$ cat src/rtl/div_unit_pkg.sv
// -----------------------------------------------------------------------------
// div_unit_pkg
//   Shared definitions for the EX-stage iterative divider.
//   - Reset, stall and divider control levels.
//   - Divider state encodings (2-bit).
// -----------------------------------------------------------------------------
package div_unit_pkg;

  // Reset and pipeline stall levels
  localparam logic RstEnable  = 1'b1;
  localparam logic RstDisable = 1'b0;
  localparam logic Stop       = 1'b1;
  localparam logic NoStop     = 1'b0;

  // Divider handshake levels
  localparam logic DivResultReady    = 1'b1;
  localparam logic DivResultNotReady = 1'b0;
  localparam logic DivStart          = 1'b1;
  localparam logic DivStop           = 1'b0;

  // Divider state machine
  typedef enum logic [1:0] {
    DivFree   = 2'b00,
    DivByZero = 2'b01,
    DivOn     = 2'b10,
    DivEnd    = 2'b11
  } div_state_t;

endpackage

$ cat src/rtl/div_step.sv
// -----------------------------------------------------------------------------
// div_step
//   One restoring-division iteration (purely combinational).
//   The pair {rem, quo} is shifted left by one; the divisor is trial-subtracted
//   from the upper half. If the difference is non-negative it is kept and the
//   new quotient bit is 1, otherwise the shifted value is kept and the bit is 0.
// Ports:
//   rem      in  W  partial remainder (always < divisor)
//   quo      in  W  quotient-in-progress / remaining dividend bits
//   divisor  in  W  divisor magnitude (non-zero)
//   rem_next out W  partial remainder after this step
//   quo_next out W  quotient after this step
// -----------------------------------------------------------------------------
module div_step #(
  parameter int W = 32
) (
  input  logic [W-1:0] rem,
  input  logic [W-1:0] quo,
  input  logic [W-1:0] divisor,
  output logic [W-1:0] rem_next,
  output logic [W-1:0] quo_next
);

  // The shifted remainder needs one extra bit: rem < divisor, so after the
  // shift it is < 2*divisor and may exceed W bits.
  logic [W:0] shifted_rem;
  logic       take;

  assign shifted_rem = {rem, quo[W-1]};
  assign take        = (shifted_rem >= {1'b0, divisor});

  always_comb begin
    if (take) begin
      // True difference is < divisor, so the W-bit wrapped subtraction is exact.
      rem_next = shifted_rem[W-1:0] - divisor;
      quo_next = {quo[W-2:0], 1'b1};
    end else begin
      rem_next = shifted_rem[W-1:0];
      quo_next = {quo[W-2:0], 1'b0};
    end
  end

endmodule

$ cat src/rtl/div_unit.sv
// -----------------------------------------------------------------------------
// div_unit
//   Iterative DATA_W-bit restoring divider for the EX stage (DIV / DIVU).
//   Produces {remainder, quotient} after DATA_W iterations, one per cycle.
//   Acts as the requesting end of the EX stall interface.
// Ports:
//   clk           in   1         clock, rising edge
//   rst           in   1         synchronous active-high reset
//   signed_div_i  in   1         1 = signed DIV, 0 = DIVU (sampled on accept)
//   opdata1_i     in   DATA_W    dividend (sampled on accept)
//   opdata2_i     in   DATA_W    divisor  (sampled on accept)
//   start_i       in   1         divide request, level, held until ready_o
//   annul_i       in   1         abandon current division (beats start_i)
//   result_o      out  2*DATA_W  {remainder, quotient}, valid with ready_o
//   ready_o       out  1         result valid (registered)
//   stallreq_o    out  1         EX stall request (combinational)
// -----------------------------------------------------------------------------
module div_unit
  import div_unit_pkg::*;
#(
  parameter int DATA_W = 32
) (
  input  logic                clk,
  input  logic                rst,
  input  logic                signed_div_i,
  input  logic [DATA_W-1:0]   opdata1_i,
  input  logic [DATA_W-1:0]   opdata2_i,
  input  logic                start_i,
  input  logic                annul_i,
  output logic [2*DATA_W-1:0] result_o,
  output logic                ready_o,
  output logic                stallreq_o
);

  localparam int CNT_W = $clog2(DATA_W);
  localparam logic [CNT_W-1:0] LAST_STEP = CNT_W'(DATA_W - 1);

  div_state_t            state_reg, state_next;
  logic [CNT_W-1:0]      cnt_reg, cnt_next;
  logic [DATA_W-1:0]     rem_reg, rem_next;
  logic [DATA_W-1:0]     quo_reg, quo_next;
  logic [DATA_W-1:0]     divisor_reg, divisor_next;
  logic                  signed_reg, signed_next;
  logic                  sign1_reg, sign1_next;
  logic                  sign2_reg, sign2_next;
  logic [2*DATA_W-1:0]   result_reg, result_next;
  logic                  ready_reg, ready_next;

  logic [DATA_W-1:0]     op1_abs;
  logic [DATA_W-1:0]     op2_abs;
  logic [DATA_W-1:0]     step_rem;
  logic [DATA_W-1:0]     step_quo;
  logic [DATA_W-1:0]     quo_fix;
  logic [DATA_W-1:0]     rem_fix;

  // Magnitudes of the operands; only signed divides are sign-converted.
  // |0x80000000| stays 0x80000000, which is the correct unsigned magnitude.
  assign op1_abs = (signed_div_i && opdata1_i[DATA_W-1]) ? -opdata1_i : opdata1_i;
  assign op2_abs = (signed_div_i && opdata2_i[DATA_W-1]) ? -opdata2_i : opdata2_i;

  div_step #(.W(DATA_W)) u_step (
    .rem      (rem_reg),
    .quo      (quo_reg),
    .divisor  (divisor_reg),
    .rem_next (step_rem),
    .quo_next (step_quo)
  );

  // Sign fixup applied to the outcome of the final step.
  assign quo_fix = (signed_reg && (sign1_reg ^ sign2_reg)) ? -step_quo : step_quo;
  assign rem_fix = (signed_reg && sign1_reg)               ? -step_rem : step_rem;

  always_ff @(posedge clk) begin
    if (rst == RstEnable) begin
      state_reg   <= DivFree;
      cnt_reg     <= '0;
      rem_reg     <= '0;
      quo_reg     <= '0;
      divisor_reg <= '0;
      signed_reg  <= 1'b0;
      sign1_reg   <= 1'b0;
      sign2_reg   <= 1'b0;
      result_reg  <= '0;
      ready_reg   <= DivResultNotReady;
    end else begin
      state_reg   <= state_next;
      cnt_reg     <= cnt_next;
      rem_reg     <= rem_next;
      quo_reg     <= quo_next;
      divisor_reg <= divisor_next;
      signed_reg  <= signed_next;
      sign1_reg   <= sign1_next;
      sign2_reg   <= sign2_next;
      result_reg  <= result_next;
      ready_reg   <= ready_next;
    end
  end

  always_comb begin
    state_next   = state_reg;
    cnt_next     = cnt_reg;
    rem_next     = rem_reg;
    quo_next     = quo_reg;
    divisor_next = divisor_reg;
    signed_next  = signed_reg;
    sign1_next   = sign1_reg;
    sign2_next   = sign2_reg;
    result_next  = result_reg;
    ready_next   = ready_reg;

    case (state_reg)
      DivFree: begin
        result_next = '0;
        ready_next  = DivResultNotReady;
        if (start_i == DivStart && !annul_i) begin
          if (opdata2_i == '0) begin
            state_next = DivByZero;
          end else begin
            state_next   = DivOn;
            cnt_next     = '0;
            rem_next     = '0;
            quo_next     = op1_abs;   // dividend bits shift out of quo into rem
            divisor_next = op2_abs;
            signed_next  = signed_div_i;
            sign1_next   = opdata1_i[DATA_W-1];
            sign2_next   = opdata2_i[DATA_W-1];
          end
        end
      end

      DivByZero: begin
        if (annul_i) begin
          state_next  = DivFree;
          result_next = '0;
          ready_next  = DivResultNotReady;
        end else begin
          state_next  = DivEnd;
          result_next = '0;
          ready_next  = DivResultReady;
        end
      end

      DivOn: begin
        if (annul_i) begin
          state_next  = DivFree;
          result_next = '0;
          ready_next  = DivResultNotReady;
        end else begin
          rem_next = step_rem;
          quo_next = step_quo;
          cnt_next = cnt_reg + 1'b1;
          if (cnt_reg == LAST_STEP) begin
            state_next  = DivEnd;
            result_next = {rem_fix, quo_fix};
            ready_next  = DivResultReady;
          end
        end
      end

      DivEnd: begin
        // Result is held while EX keeps the instruction; release on drop/annul.
        if (annul_i || start_i == DivStop) begin
          state_next  = DivFree;
          result_next = '0;
          ready_next  = DivResultNotReady;
        end
      end

      default: begin
        state_next = DivFree;
      end
    endcase
  end

  // Stall EX until the result is presented; deasserts together with ready_o.
  always_comb begin
    stallreq_o = NoStop;
    if (rst != RstEnable && start_i == DivStart && !annul_i && state_reg != DivEnd) begin
      stallreq_o = Stop;
    end
  end

  assign result_o = result_reg;
  assign ready_o  = ready_reg;

endmodule

$ cat config.mk
export PLATFORM = sky130hd
export DESIGN_NAME = div_unit
export DESIGN_NICKNAME = d
export VERILOG_FILES = /design/src/rtl/div_unit_pkg.sv /design/src/rtl/div_step.sv /design/src/rtl/div_unit.sv
export SDC_FILE = /design/constraint.sdc
export NUM_CORES = 1
export LEC_CHECK = 0
export BUFFER_PORTS_ARGS = -buffer_cell sky130_fd_sc_hd__buf_2
export CAP_MARGIN = 20
export CORE_MARGIN = 5
export CORE_UTILIZATION = 54
export DETAILED_ROUTE_END_ITERATION = 10
export GPL_ROUTABILITY_DRIVEN = 0
export HOLD_SLACK_MARGIN = 0.1
export PLACE_DENSITY_LB_ADDON = 0.08
export SYNTH_ARGS = -nofsm -noshare
export SYNTH_HDL_FRONTEND = slang
export SYNTH_SLANG_ARGS = --single-unit
$ cat constraint.sdc
create_clock -name clk -period 4.8 [get_ports clk]
set_clock_uncertainty 0.15 [all_clocks]
set_input_delay 0.48 -clock clk [delete_from_list [all_inputs] [get_ports clk]]
set_output_delay 0.48 -clock clk [all_outputs]
set_load 0.02 [all_outputs]
After elaboration in Yosys (flattened, before gate mapping)
Cells that the tools add are included.
{"block": "classes", "n_addsub": 6, "mul": 0, "div_mod_pow": 0, "n_lt_le_gt_ge": 1, "eq_ne": 10, "n_shift": 0, "n_mux": 35, "n_bitwise": 4, "reduce_logical": 18}
{"operator": "$mux W32", "count": 11}
{"operator": "$mux W64", "count": 3}
{"operator": "$pmux W64 S3", "count": 1}
{"operator": "$neg A32 Y32", "count": 4}
{"operator": "$pmux W32 S2", "count": 2}
{"operator": "$ge A33 B32 Y1", "count": 1}
{"operator": "$logic_not A32 Y1", "count": 1}
{"operator": "$sub A32 B32 Y32", "count": 1}
{"operator": "$mux W5", "count": 3}
{"operator": "$mux W2", "count": 6}
{"operator": "$ne A2 B2 Y1 const B", "count": 5}
{"operator": "$pmux W5 S2", "count": 1}
{"operator": "$logic_and A1 B1 Y1", "count": 8}
{"operator": "$pmux W2 S4", "count": 1}
{"operator": "$mux W1", "count": 6}
{"operator": "$reduce_and A3 Y1", "count": 2}
{"operator": "$add A5 B1 Y5 const B", "count": 1}
{"operator": "$eq A5 B5 Y1 const B", "count": 1}
{"operator": "$eq A2 B2 Y1 const B", "count": 2}
{"operator": "$pmux W1 S4", "count": 1}
{"operator": "$reduce_and A4 Y1", "count": 1}
{"operator": "$ne A3 B3 Y1 const B", "count": 1}
{"operator": "$not A1 Y1", "count": 3}
{"operator": "$eq A2 B1 Y1 const B", "count": 1}
{"operator": "7 further kinds", "count": 7}
{"block": "totals", "reg_bits": 171, "latch_bits": 0, "ram_bits": 0, "rom_bits": 0, "input_bits": 69, "output_inout_bits": 66, "memories": 0}

Depth between registers and ports, before layout
Gate-level depths: netlist of the first run.
{"block": "logic_depth", "word_depth": 7, "ltp_mapped": 25, "depth_no_buf": 19}

Modules after synthesis
From an unflattened synthesis of the first run, not the netlist that was laid out.
{"block": "hier_totals", "cells_unflattened": 1490, "area_unflattened_um2": 11437.2}
{"mod": "div_unit", "n_inst": 1, "cells_each": 1132, "area_per_inst_um2": 8887.3, "seq_area_each_um2": 3423.3}
{"mod": "div_step", "n_inst": 1, "cells_each": 358, "area_per_inst_um2": 2549.9, "seq_area_each_um2": 0.0}

Least setup slack after synthesis of the first run
No wires, ideal clock.
{"block": "synth_timing", "path_type": "flip-flop to flip-flop", "startpoint": "reg rem_reg[18]", "endpoint": "reg result_reg[60] (netlist: result_o[60])", "t_arrival_ns": 4.550, "required_time_ns": 4.533, "setup_slack_ns": -0.017, "stages_incl_launch_ff": 25, "path_buffers": 6, "period_less_slack_ns": 4.817, "cell_sequence": "dfxtp_1 -> ha_1 -> buf_6 -> and2_4 -> buf_6 -> a21o_1 -> a21o_4 -> a221oi_4 -> nand3_2 -> buf_6 -> buf_2 -> buf_2 -> clkbuf_1 -> nor2_1 -> a21oi_1 -> inv_1 -> ha_1 -> inv_1 -> or4b_1 -> nor3_1 -> a32oi_1 -> nor3_2 -> a31oi_1 -> xnor2_1 -> a22o_1"}
{"block": "synth_via", "elab_chain_cells": 7, "elab_cells_between_ends": 8, "classes_between": "add/sub: 2; order compare: 1; mux: 5"}
{"element": "start, declared", "line": "div_unit.sv:40", "source": "logic [DATA_W-1:0] rem_reg, rem_next;"}
{"element": "start signal, assigned", "line": "div_unit.sv:88", "source": "rem_reg <= rem_next;"}
{"element": "$sub A32 B32 Y32 or $ge A33 B32 Y1 (tied branches)", "line": "div_step.sv:35, div_step.sv:30"}
{"element": "$mux W32 *", "line": "div_step.sv:33", "source": "if (take) begin"}
{"element": "$neg A32 Y32", "line": "div_unit.sv:71", "source": "assign rem_fix = (signed_reg && sign1_reg) ? -step_rem : step_rem;"}
{"element": "$mux W32 *", "line": "div_unit.sv:71"}
{"element": "$mux W64 *", "line": "div_unit.sv:152", "source": "if (cnt_reg == LAST_STEP) begin"}
{"element": "$mux W64 *", "line": "div_unit.sv:144", "source": "if (annul_i) begin"}
{"element": "$pmux W64 S3 *", "line": "div_unit.sv:111", "source": "case (state_reg)"}
{"element": "end signal, assigned", "line": "div_unit.sv:94", "source": "result_reg <= result_next;"}
{"element": "end, declared", "line": "div_unit.sv:46", "source": "logic [2*DATA_W-1:0] result_reg, result_next;"}
Mark *: on every way between the ends. The rest lies on a longest branch, timed or not. The select of a mux whose other input is x is not followed.
A chain may end at the register's enable or synchronous reset.

Final worst setup path of the first run
{"block": "layout_timing", "startpoint": "reg divisor_reg[23]", "endpoint": "reg result_reg[60] (netlist: result_o[60])"}
{"block": "layout_via", "elab_chain_cells": 7, "elab_cells_between_ends": 8, "classes_between": "add/sub: 2; order compare: 1; mux: 5"}
{"element": "start, declared", "line": "div_unit.sv:42", "source": "logic [DATA_W-1:0] divisor_reg, divisor_next;"}
{"element": "start signal, assigned", "line": "div_unit.sv:90", "source": "divisor_reg <= divisor_next;"}
{"element": "$sub A32 B32 Y32 or $ge A33 B32 Y1 (tied branches)", "line": "div_step.sv:35, div_step.sv:30"}
{"element": "$mux W32 *", "line": "div_step.sv:33"}
{"element": "$neg A32 Y32", "line": "div_unit.sv:71"}
{"element": "$mux W32 *", "line": "div_unit.sv:71"}
{"element": "$mux W64 *", "line": "div_unit.sv:152"}
{"element": "$mux W64 *", "line": "div_unit.sv:144"}
{"element": "$pmux W64 S3 *", "line": "div_unit.sv:111"}
Marks and branches as above.

==> impl_results.md, run 1 <==
* DP Area at 12,800 µm²
* FFs w/ async S/R, synth at 0%
* Initial antenna violation count at 0
* Required @ worst endpoint at 4.98 ns
* Crit Path Max Fanout at 10
* Final cell count without fillers at 1,967
* Clock Sinks at 171
* Clock input transition at the sequential cells of the worst setup and hold paths at 0.08 ns
* Cells after synthesis at 1,585
* Finished Core Util at 62.2%
* # rows at 54
* Placed cell count at 1,932
* Root Driver: clkbuf_16
* Layout cell share with drive strength beyond 1 at 15.1%
* Top post-synthesis cells by count: nand2_1, nor2_1, dfxtp_1
* Vias in the first global route at 11,000
* Crit path max-delay family: simple AND/OR/NAND/NOR gates
* Wire length per cell at 19.5 µm
* CTS tree: yes
* Status: complete, no violations
* RSZ-0062 raised after global routing: no
* Maxcap violations at 0
* Syn_area_per_cell at 7.53 µm²
* Initial Utilization at 54.7%
* CP bufs+invs at 2
* Most frequent cell after synthesis: nand2_1
* Netlist cell types at 91
* WL final at 38,400 µm
* Hold Path Class: in -> reg
* Worst slew margin at 30.5%
* Synth Flop Type: dfxtp_1
* Largest stage delay on the critical path at 0.55 ns
* Largest net degree at the start of global routing at 93
* Nets at 1,785
* Setup Viol. Count Final at 0
* Design area at 13,600 µm²
* Worst-skew pair later-pin latency at 0.44 ns
* DP HPWL at 28,700 µm
* Num ports at 135
* PD cells at 573 nW/µm²
* Seq/Total Area, Yosys at 28.7%
* Critical path launch point type: flip-flop
* Routed vias/inst at 6.22
* # diodes at 0
* Vias at 12,200
* DRT iter0 DRCs at 1,271
* Htree depth at 4
* Critical Path AT at 4.80 ns
* Cell Area, Synth at 11,900 µm²
* P_leak at 5.73 nW
* Post-DRT Antenna Nets at 0
* Global-route wire length before repair at 59,300 µm
* Final Max Tran Viols at 0
* Crit path max-delay cell type: or4b_4
* Synth-to-layout area growth at 13.8%
* GR Overflow Total at 0
* Area of the die at 25,200 µm²
* Die Wd at 159 µm
* Crit end category: flip-flop
* F_max at 216 MHz
* CP Cell Sequence: inv_1 -> ha_1 -> and4_1 -> nand2_1 -> or3_4 -> nand3_4 -> mux2i_4 -> ha_2 -> inv_1 -> or4b_4 -> nor3_2 -> a32oi_2 -> nor3_2 -> a31oi_1 -> xnor2_1 -> a22o_1
* Post-synth top area cell: dfxtp_1
* Fin. Hold Viols at 0
* DR pass1 iterations at 6
* Largest register FFs at 64
* Layout fillers at 1,993
* PortBufs at 134
* TNS Setup at 0 ns
* Worst vdd ir at 0.404 mV
* Core ar. at 21,800 µm²
* Die height at 159 µm
* Yosys reg bits at 171
* Max Buffers Root-to-Sink at 2
* Most area-consuming cells after synthesis: dfxtp_1, nand2_1, nor2_1
* Synth Warn # at 0
* Syn Nets at 1,696
* Number of flops mapped to enable cells by yosys at 0
* Post-synth top area share at 28.7%
* Clock period minus worst slack at 4.63 ns
* CTS Buf Count at 17
* Least-Margin Pin Slew at 1.04 ns
* Setup CP Type: reg -> reg
* Fin crit share at 96.4%
* # DRC at 0
* GR Util All Layers at 29.8%
[what timing repair did]
action	CTS	global route
hold buffers	0	0
endpoints found under the setup margin	0	4
setup buffers	0	3
gates resized for setup	0	25
[per-stage QoR]
stage          hold slack (ns)  worst slack [ns]  power [mW]
2_1_floorplan            0.282            0.0264        4.95
3_3_place_gp             0.291             0.217        6.11
3_5_place_dp             0.299             0.102        6.13
4_1_cts                  0.149            0.0905        7.59
5_1_grt                  0.159           0.00133        8.25
6_report                 0.153             0.173        7.78
[placed cells by master, fill, tap and decap left out, drive strengths merged, types with 4 or more instances in the layout]
| cell type | instances |
|---|---|
| a211oi | 35 |
| a21o | 21 |
| a21oi | 127 |
| a22o | 22 |
| a22oi | 71 |
| a311oi | 5 |
| a31oi | 12 |
| and2 | 15 |
| and3 | 13 |
| and4 | 6 |
| buf | 172 |
| clkbuf | 17 |
| clkinv | 9 |
| dfxtp | 171 |
| ha | 41 |
| inv | 64 |
| mux2i | 5 |
| nand2 | 202 |
| nand2b | 4 |
| nand3 | 21 |
| nand3b | 5 |
| nand4 | 22 |
| nor2 | 192 |
| nor3 | 44 |
| nor4 | 20 |
| o2111ai | 5 |
| o211ai | 21 |
| o21a | 9 |
| o21ai | 77 |
| o31a | 4 |
| o31ai | 15 |
| o41ai | 11 |
| or3 | 17 |
| or4 | 14 |
| xnor2 | 71 |
| xor2 | 65 |
[final timing paths]
path / startpoint / endpoint / slack [ns] / cells past startpoint
max reg2reg: divisor_reg[23] / result_o[60] / 0.17 / 16
max: divisor_reg[23] / result_o[60] / 0.17 / 16
min reg2reg: divisor_reg[22] / divisor_reg[22] / 0.31 / 2
min: opdata2_i[0] / divisor_reg[0] / 0.15 / 3
[power by group]
group,internal (mW),switching (mW)
sequential,1.58,0.180
clock,0.756,0.700
combinational,1.61,2.95
total,3.95,3.83
[final cells by class]
type | instances | area (µm²) | share of cell area, %
Multi-Input combinational cell | 1253 | 7970 | 58.7
Sequential cell | 171 | 3430 | 25.2
Timing Repair Buffer | 172 | 983 | 7.24
Clock buffer | 17 | 425 | 3.13
Tap cell | 280 | 350 | 2.58
Inverter | 59 | 221 | 1.63
Clock inverter | 15 | 201 | 1.48
[logic make-up (layout without fill, tap and decap cells)]
group                      Yosys count  in the layout  synth area share [%]
and+or+nand+nor                    595            595                  23.6
AOI/OAI and AO/OA                  473            473                  26.9
DFF                                171            171                  28.7
buffers and inverters              161            263                  5.74
xor gates and xnor gates           136            136                  9.98
adders and majority gates           42             42                  4.47
muxes                                7              7                 0.608
[layer usage]
layer	track usage, %	wire length, µm
met3	4.68	3350
met2	44.8	16700
met5	0	0
met1	43.9	17500
met4	8.81	915
[worst reg2reg max path: cells and delay by family (launching register included)]
kind            cells  cell delay [ns]
mux                 1             0.27
fa+ha+maj           2             0.71
compound gates      3             0.52
xor+xnor            1             0.16
buf+inv             2             0.18
flops               1             0.34
simple gates        7             2.17
No activity file was read; power rests on OpenSTA's default activity.
==> inputs of run 2 (changes only) <==
==> constraint.sdc (replaced) <==
create_clock -name clk -period 4.2 [get_ports clk]
set_clock_uncertainty 0.15 [all_clocks]
set_input_delay 0.42 -clock clk [delete_from_list [all_inputs] [get_ports clk]]
set_output_delay 0.42 -clock clk [all_outputs]
set_load 0.02 [all_outputs]
==> run 2 against run 1 <==
Against the previous run:
- the run now ends with setup timing left
- utilization up 4.2 points
- register-to-register slack worse by 0.23 ns
- fmax up 8.8%
- clock power up 6%
- via count up 2.8%
- setup slack worse by 0.23 ns
- critical path depth up 4
- sequential cell count unchanged
- first-iteration DRC count down 0.63%
- worst hold slack worse by 0.029 ns
- non-clock buffer count up 109
- largest power group unchanged
==> impl_results.md, run 2 (synthesis gave the netlist of run 1 again) <==
* DRT iter0 DRCs at 1,263 (-0.63%)
* PortBufs at 134 (unchanged)
* Worst slew margin at 24.3% (-6.2 points)
* Hold Path Class: in -> reg
* Clock share of power at 16.0% (-2.7 points)
* PD cells at 667 nW/µm² (+16%)
* Critical path launch point type: flip-flop
* Vias at 12,600 (+2.8%)
* Max Buffers Root-to-Sink at 2 (unchanged)
* Design area at 14,500 µm² (+6.8%)
* Largest net degree at the start of global routing at 87 (-6.5%)
* Clock Sinks at 171 (unchanged)
* Most common cell after layout, fill and taps aside: nand2_1
* Die Wd at 159 µm (unchanged)
* Worst setup path startpoint: divisor_reg[28]
* DP Area at 13,700 µm² (+6.6%)
* # DRC at 0 (unchanged)
* Maxcap violations at 0 (unchanged)
* Final Max Tran Viols at 0 (unchanged)
* Net switching fraction of the power at 47.5% (-1.8 points)
* CTS Buf Count at 17 (unchanged)
* Worst-skew pair later-pin latency at 0.44 ns (about the same)
* DP HPWL at 28,900 µm (+0.64%)
* Crit Path Max Fanout at 4 (-6)
* Worst vdd ir at 0.505 mV (+25%)
* Area of the die at 25,200 µm² (unchanged)
* Fin. Hold Viols at 0 (unchanged)
* Hold Startpoint: opdata2_i[1]
* Wire length per cell at 18.6 µm (-4.5%)
* # rows at 54 (unchanged)
* Post-DRT Antenna Nets at 0 (unchanged)
* Initial Utilization at 54.7% (unchanged)
* Sequential Power Share at 20.5% (-2.1 points)
* Critical Path AT at 4.43 ns (-0.37 ns)
* DR pass1 iterations at 7 (+1)
* Setup Viol. Count Final at 3 (+3)
* # diodes at 0 (unchanged)
* F_max at 235 MHz (+8.8%)
* Least-Margin Pin Slew at 1.13 ns (+0.0866 ns)
* Vias in the first global route at 11,500 (+4.4%)
* Synth-to-layout area growth at 21.6%
* Crit end category: flip-flop
* Required @ worst endpoint at 4.38 ns (-0.60 ns)
* Initial antenna violation count at 0 (unchanged)
* Clock input transition at the sequential cells of the worst setup and hold paths at 0.07 ns (about the same)
* Failing checks: setup timing
* Routed vias/inst at 6.06 (-2.5%)
* Setup CP Type: reg -> reg
* Final WS setup at -0.0544 ns (-0.227 ns)
* Commonest cells after routing, fill and taps aside: nand2_1, nor2_1, dfxtp_1
* Reg2reg start: divisor_reg[28]
* Global-route wire length before repair at 60,200 µm (+1.4%)
* Htree depth at 4 (unchanged)
* WL final at 38,700 µm (+0.70%)
* Fin crit share at 101% (+4.9 points)
* Clock period minus worst slack at 4.25 ns (-0.373 ns)
* CTS tree: yes
* GR Util All Layers at 29.9% (+0.14 points)
* RSZ-0062 raised after global routing: yes
* Comb pwr share at 63.5% (+4.8 points)
* Int Pwr at 5.08 mW (+29%)
* Layout cell share with drive strength beyond 1 at 21.1% (+6.0 points)
* Hold slack at 0.124 ns (-0.0289 ns)
* Nets at 1,894 (+6.1%)
* Num ports at 135 (unchanged)
* Die height at 159 µm (unchanged)
* Core ar. at 21,800 µm² (unchanged)
* Design Power at 9.68 mW (+24%)
* Largest register FFs at 64 (unchanged)
* Place WS at -0.207 ns (-0.308 ns)
* P_leak at 6.27 nW (+9.5%)
* TNS Setup at -0.118 ns (-0.118 ns)
* Status: finished with violations
* Switching power at 4.59 mW (+20%)
* Root Driver: clkbuf_16
* GR Overflow Total at 0 (unchanged)
run 2: changes by cell type in the layout (fill, tap and decap cells not counted), sizes merged:
| cell | previous run | this run |
|---|---|---|
| clkinvlp | 0 | 3 |
| clkinv | 9 | 4 |
| buf | 172 | 278 |
| inv | 64 | 66 |
| bufinv | 1 | 0 |
| dlygate4sd3 | 0 | 3 |
run 2: stage by stage:
| step | util (%) | instances |
|---|---|---|
| after global placement | 62.6 | 2031 |
| final | 66.5 | 2075 |
| after CTS | 65.8 | 2068 |
| after floorplan | - | 1585 |
| after global routing | 66.5 | 2075 |
| after detailed placement | 62.6 | 2031 |
run 2: final cells by class:
cell class	instances	area (µm²)
Fill cell	1944	7320
Multi-Input combinational cell	1253	8100
Sequential cell	171	3430
Inverter	59	224
Clock buffer	17	425
Timing Repair Buffer	281	1820
Tap cell	280	350
Clock inverter	14	149
run 2: per-layer routing:
metal	track usage, %	part of all wire (%)
met5	0	0
met4	10.7	3.0
met3	4.21	6.9
met2	45.5	45
met1	43.2	45
run 2: repair_timing:
action,in CTS,in global routing
resized for setup,13,25
pin swaps,12,18
gates cloned,0,0
setup buffers,3,7
endpoints found under the hold margin,3,0
endpoints found under the setup margin,9,19
hold buffers,3,0
run 2: power groups by stage:
stage	clock [mW]	sequential, mW	combinational (mW)
after floorplan	0	2.00	3.79
after global placement	0	2.00	5.56
after detailed placement	0	2.01	5.61
after CTS	1.58	1.97	5.76
after global routing	1.64	2.00	6.63
final	1.55	1.98	6.14
run 2: critical path, cell delays in order, from the launching register on:
cell and delay [ns]:
dfxtp_1 0.32, inv_1 0.09, ha_1 0.35, nand4_1 0.18
nor2_2 0.26, nand2_1 0.13, or3_4 0.44, nand3_4 0.15
buf_6 0.13, buf_4 0.11, a21oi_2 0.06, inv_2 0.06
ha_4 0.14, inv_4 0.03, or4b_4 0.55, nor3_4 0.15
a32oi_2 0.16, nor3_2 0.21, a31oi_1 0.14, xnor2_1 0.17
a22o_1 0.18
run 2: worst paths after layout:
path                            depth (start not counted)  slack (ns)               to
worst max-delay path                                   20       -0.05     result_o[60]
worst min-delay path                                    3        0.12   divisor_reg[1]
worst max register to register                         20       -0.05     result_o[60]
worst min register to register                          2        0.31  divisor_reg[31]
==> inputs of run 3 (changes only) <==
--- a/config.mk
+++ b/config.mk
@@ -12,7 +12,7 @@
 export DETAILED_ROUTE_END_ITERATION = 10
 export GPL_ROUTABILITY_DRIVEN = 0
 export HOLD_SLACK_MARGIN = 0.1
-export PLACE_DENSITY_LB_ADDON = 0.08
+export PLACE_DENSITY = 0.74
 export SYNTH_ARGS = -nofsm -noshare
 export SYNTH_HDL_FRONTEND = slang
 export SYNTH_SLANG_ARGS = --single-unit
==> run 3 against run 2 <==
Against the previous run:
- the run still ends with setup timing left
- utilization down 0.22 points
- combinational power fell by 1%
- via count up 1.4%
- register-to-register slack lost 0.03 ns
- clock power is essentially flat
- highest routed layer unchanged
==> impl_results.md, run 3 (synthesis gave the netlist of run 1 again) <==
* Status: finished with violations
* Failing checks: setup timing
* Largest register FFs at 64 (unchanged)
* Root Driver: clkbuf_16
* Num ports at 135 (unchanged)
* WL final at 38,400 µm (-0.67%)
* Design area at 14,500 µm² (-0.34%)
* PortBufs at 134 (unchanged)
* Met3 wire len at 2890 µm (+8.0%)
* CTS Buf Count at 17 (unchanged)
* Crit Path Max Fanout at 3 (-1)
* Worst slew margin at 39.0% (+15 points)
* # rows at 54 (unchanged)
* Clock period minus worst slack at 4.29 ns (+0.0339 ns)
* Post-DRT Antenna Nets at 0 (unchanged)
* DP HPWL at 28,700 µm (-0.77%)
* Clock Sinks at 171 (unchanged)
* DRT iter0 DRCs at 1,234 (-2.3%)
* GR Util All Layers at 29.7% (-0.23 points)
* Critical path launch point type: flip-flop
* F_max at 233 MHz (-0.79%)
* Nets at 1,877 (-0.90%)
* Commonest cells after routing, fill and taps aside: nand2_1, nor2_1, dfxtp_1
* WL met1 at 16,800 µm (-4.3%)
* Hold Path Stages at 3 (unchanged)
* Largest net degree at the start of global routing at 72 (-17%)
* Net switching fraction of the power at 48.0% (+0.50 points)
* Worst-skew pair later-pin latency at 0.45 ns (about the same)
* Hold Path Class: in -> reg
* FF-to-FF path depth at 18 (-10%)
* Hold Startpoint: opdata1_i[31]
* Die Wd at 159 µm (unchanged)
* Vias in the first global route at 11,800 (+2.8%)
* Int Pwr at 5.01 mW (-1.4%)
* Synth-to-layout area growth at 21.1%
* DR top layer: met4
* Maxcap violations at 0 (unchanged)
* DP Area at 13,500 µm² (-1.0%)
* PD cells at 667 nW/µm² (about the same)
* Sequential Power Share at 20.6% (about the same)
* R2R Setup Slk at -0.09 ns (-0.03 ns)
* Core ar. at 21,800 µm² (unchanged)
* DR pass1 iterations at 5 (-2)
* Routed vias/inst at 6.20 (+2.2%)
* Reg2Reg Capture Point: result_o[60]
* RSZ-0062 raised after global routing: yes
* TNS Setup at -0.171 ns (-0.0528 ns)
* # diodes at 0 (unchanged)
* # DRC at 0 (unchanged)
* Fin. Hold Viols at 0 (unchanged)
* Place WS at -0.123 ns (+0.0837 ns)
* Placed cell count at 2,015 (-0.79%)
* Global-route wire length before repair at 60,400 µm (+0.37%)
* Setup Viol. Count Final at 3 (unchanged)
* Design Power at 9.63 mW (-0.42%)
* Most common cell after layout, fill and taps aside: nand2_1
* Area of the die at 25,200 µm² (unchanged)
* Final cell count without fillers at 2,059 (-0.77%)
* Clock share of power at 16.4% (+0.4 points)
* Worst vdd ir at 0.614 mV (+22%)
* Final WS setup at -0.0882 ns (-0.0339 ns)
* Crit end category: flip-flop
* Required @ worst endpoint at 4.38 ns (about the same)
* Setup CP Type: reg -> reg
* Max Buffers Root-to-Sink at 2 (unchanged)
* CTS tree: yes
* GR Overflow Total at 0 (unchanged)
* Reg2reg start: divisor_reg[22]
* Initial antenna violation count at 0 (unchanged)
* Switching power at 4.62 mW (+0.62%)
* Final Max Tran Viols at 0 (unchanged)
* Wire length per cell at 18.7 µm (about the same)
* Htree depth at 4 (unchanged)
* Vias at 12,800 (+1.4%)
* Least-Margin Pin Slew at 0.915 ns (-0.215 ns)
* Min-Delay Endpoint: sign1_reg
* Layout cell share with drive strength beyond 1 at 21.2% (+0.077 points)
* Comb pwr share at 63.0% (-0.5 points)
* Met2 WL at 17,300 µm (+0.15%)
* Initial Utilization at 54.7% (unchanged)
* Clock input transition at the sequential cells of the worst setup and hold paths at 0.08 ns (about the same)
* Die height at 159 µm (unchanged)
* Critical Path AT at 4.47 ns (+0.04 ns)
* P_leak at 6.19 nW (-1.2%)
* Fin crit share at 102% (+0.81 points)
-- run 3: metrics by stage --
stage	hold slack [ns]	util, %
detailed placement	0.298	62.0
finish	0.106	66.2
floorplan	0.282	-
CTS	0.100	64.9
global route	0.106	66.2
global placement	0.292	62.0
-- run 3: worst max-delay path by stage --
| stage | cells past startpoint | to | from | slack [ns] |
|---|---|---|---|---|
| 6_report | 18 | result_o[60] | divisor_reg[22] | -0.09 |
| 5_1_grt | 18 | result_o[60] | divisor_reg[26] | -0.24 |
| 4_1_cts | 19 | result_o[30] | divisor_reg[22] | 0.006 |
| 3_5_place_dp | 17 | result_o[60] | divisor_reg[22] | -0.12 |
| 3_3_place_gp | 17 | result_o[60] | divisor_reg[22] | -0.05 |
| 2_1_floorplan | 25 | result_o[60] | divisor_reg[19] | -0.26 |
-- run 3: per-layer routing --
metal  global-route usage [%]  up-vias
met3                     4.08       81
met5                        0        -
met1                     42.0     6029
met2                     45.9      566
li1                         -     6081
met4                     11.4        0
-- run 3: layout make-up --
class,count,area [µm²]
fill,1940,7370
tap,280,350
clock buffer,18,429
timing repair buffer,264,1680
multi-input combinational,1253,8180
sequential,171,3440
clock inverter,14,153
inverter,59,224
-- run 3: what timing repair did --
| item | in CTS | in global routing |
|---|---|---|
| endpoints found under the setup margin | 11 | 22 |
| hold buffers | 2 | 0 |
| setup buffers | 0 | 11 |
| pin swaps | 1 | 34 |
| resized for setup | 5 | 47 |
| endpoints found under the hold margin | 2 | 0 |
-- run 3: power groups by stage --
| stage | Combinational, mW | Clock (mW) | Sequential (mW) |
|---|---|---|---|
| 2_1_floorplan | 3.79 | 0 | 2.00 |
| 3_3_place_gp | 5.45 | 0 | 2.00 |
| 3_5_place_dp | 5.53 | 0 | 2.01 |
| 4_1_cts | 5.59 | 1.59 | 1.97 |
| 5_1_grt | 6.53 | 1.66 | 2.01 |
| 6_report | 6.07 | 1.58 | 1.99 |
-- run 3: critical path, stage by stage, from the launching register on --
cell	delay, ns
dfxtp_2	0.33
inv_2	0.04
ha_4	0.20
a21o_1	0.16
a311o_1	0.41
a21o_4	0.22
a221oi_4	0.33
nand3_4	0.14
buf_12	0.16
mux2i_4	0.20
ha_4	0.17
inv_4	0.03
or4b_4	0.56
nor3_4	0.15
a32oi_2	0.16
nor3_2	0.26
a31oi_1	0.13
xnor2_1	0.16
a22o_1	0.21
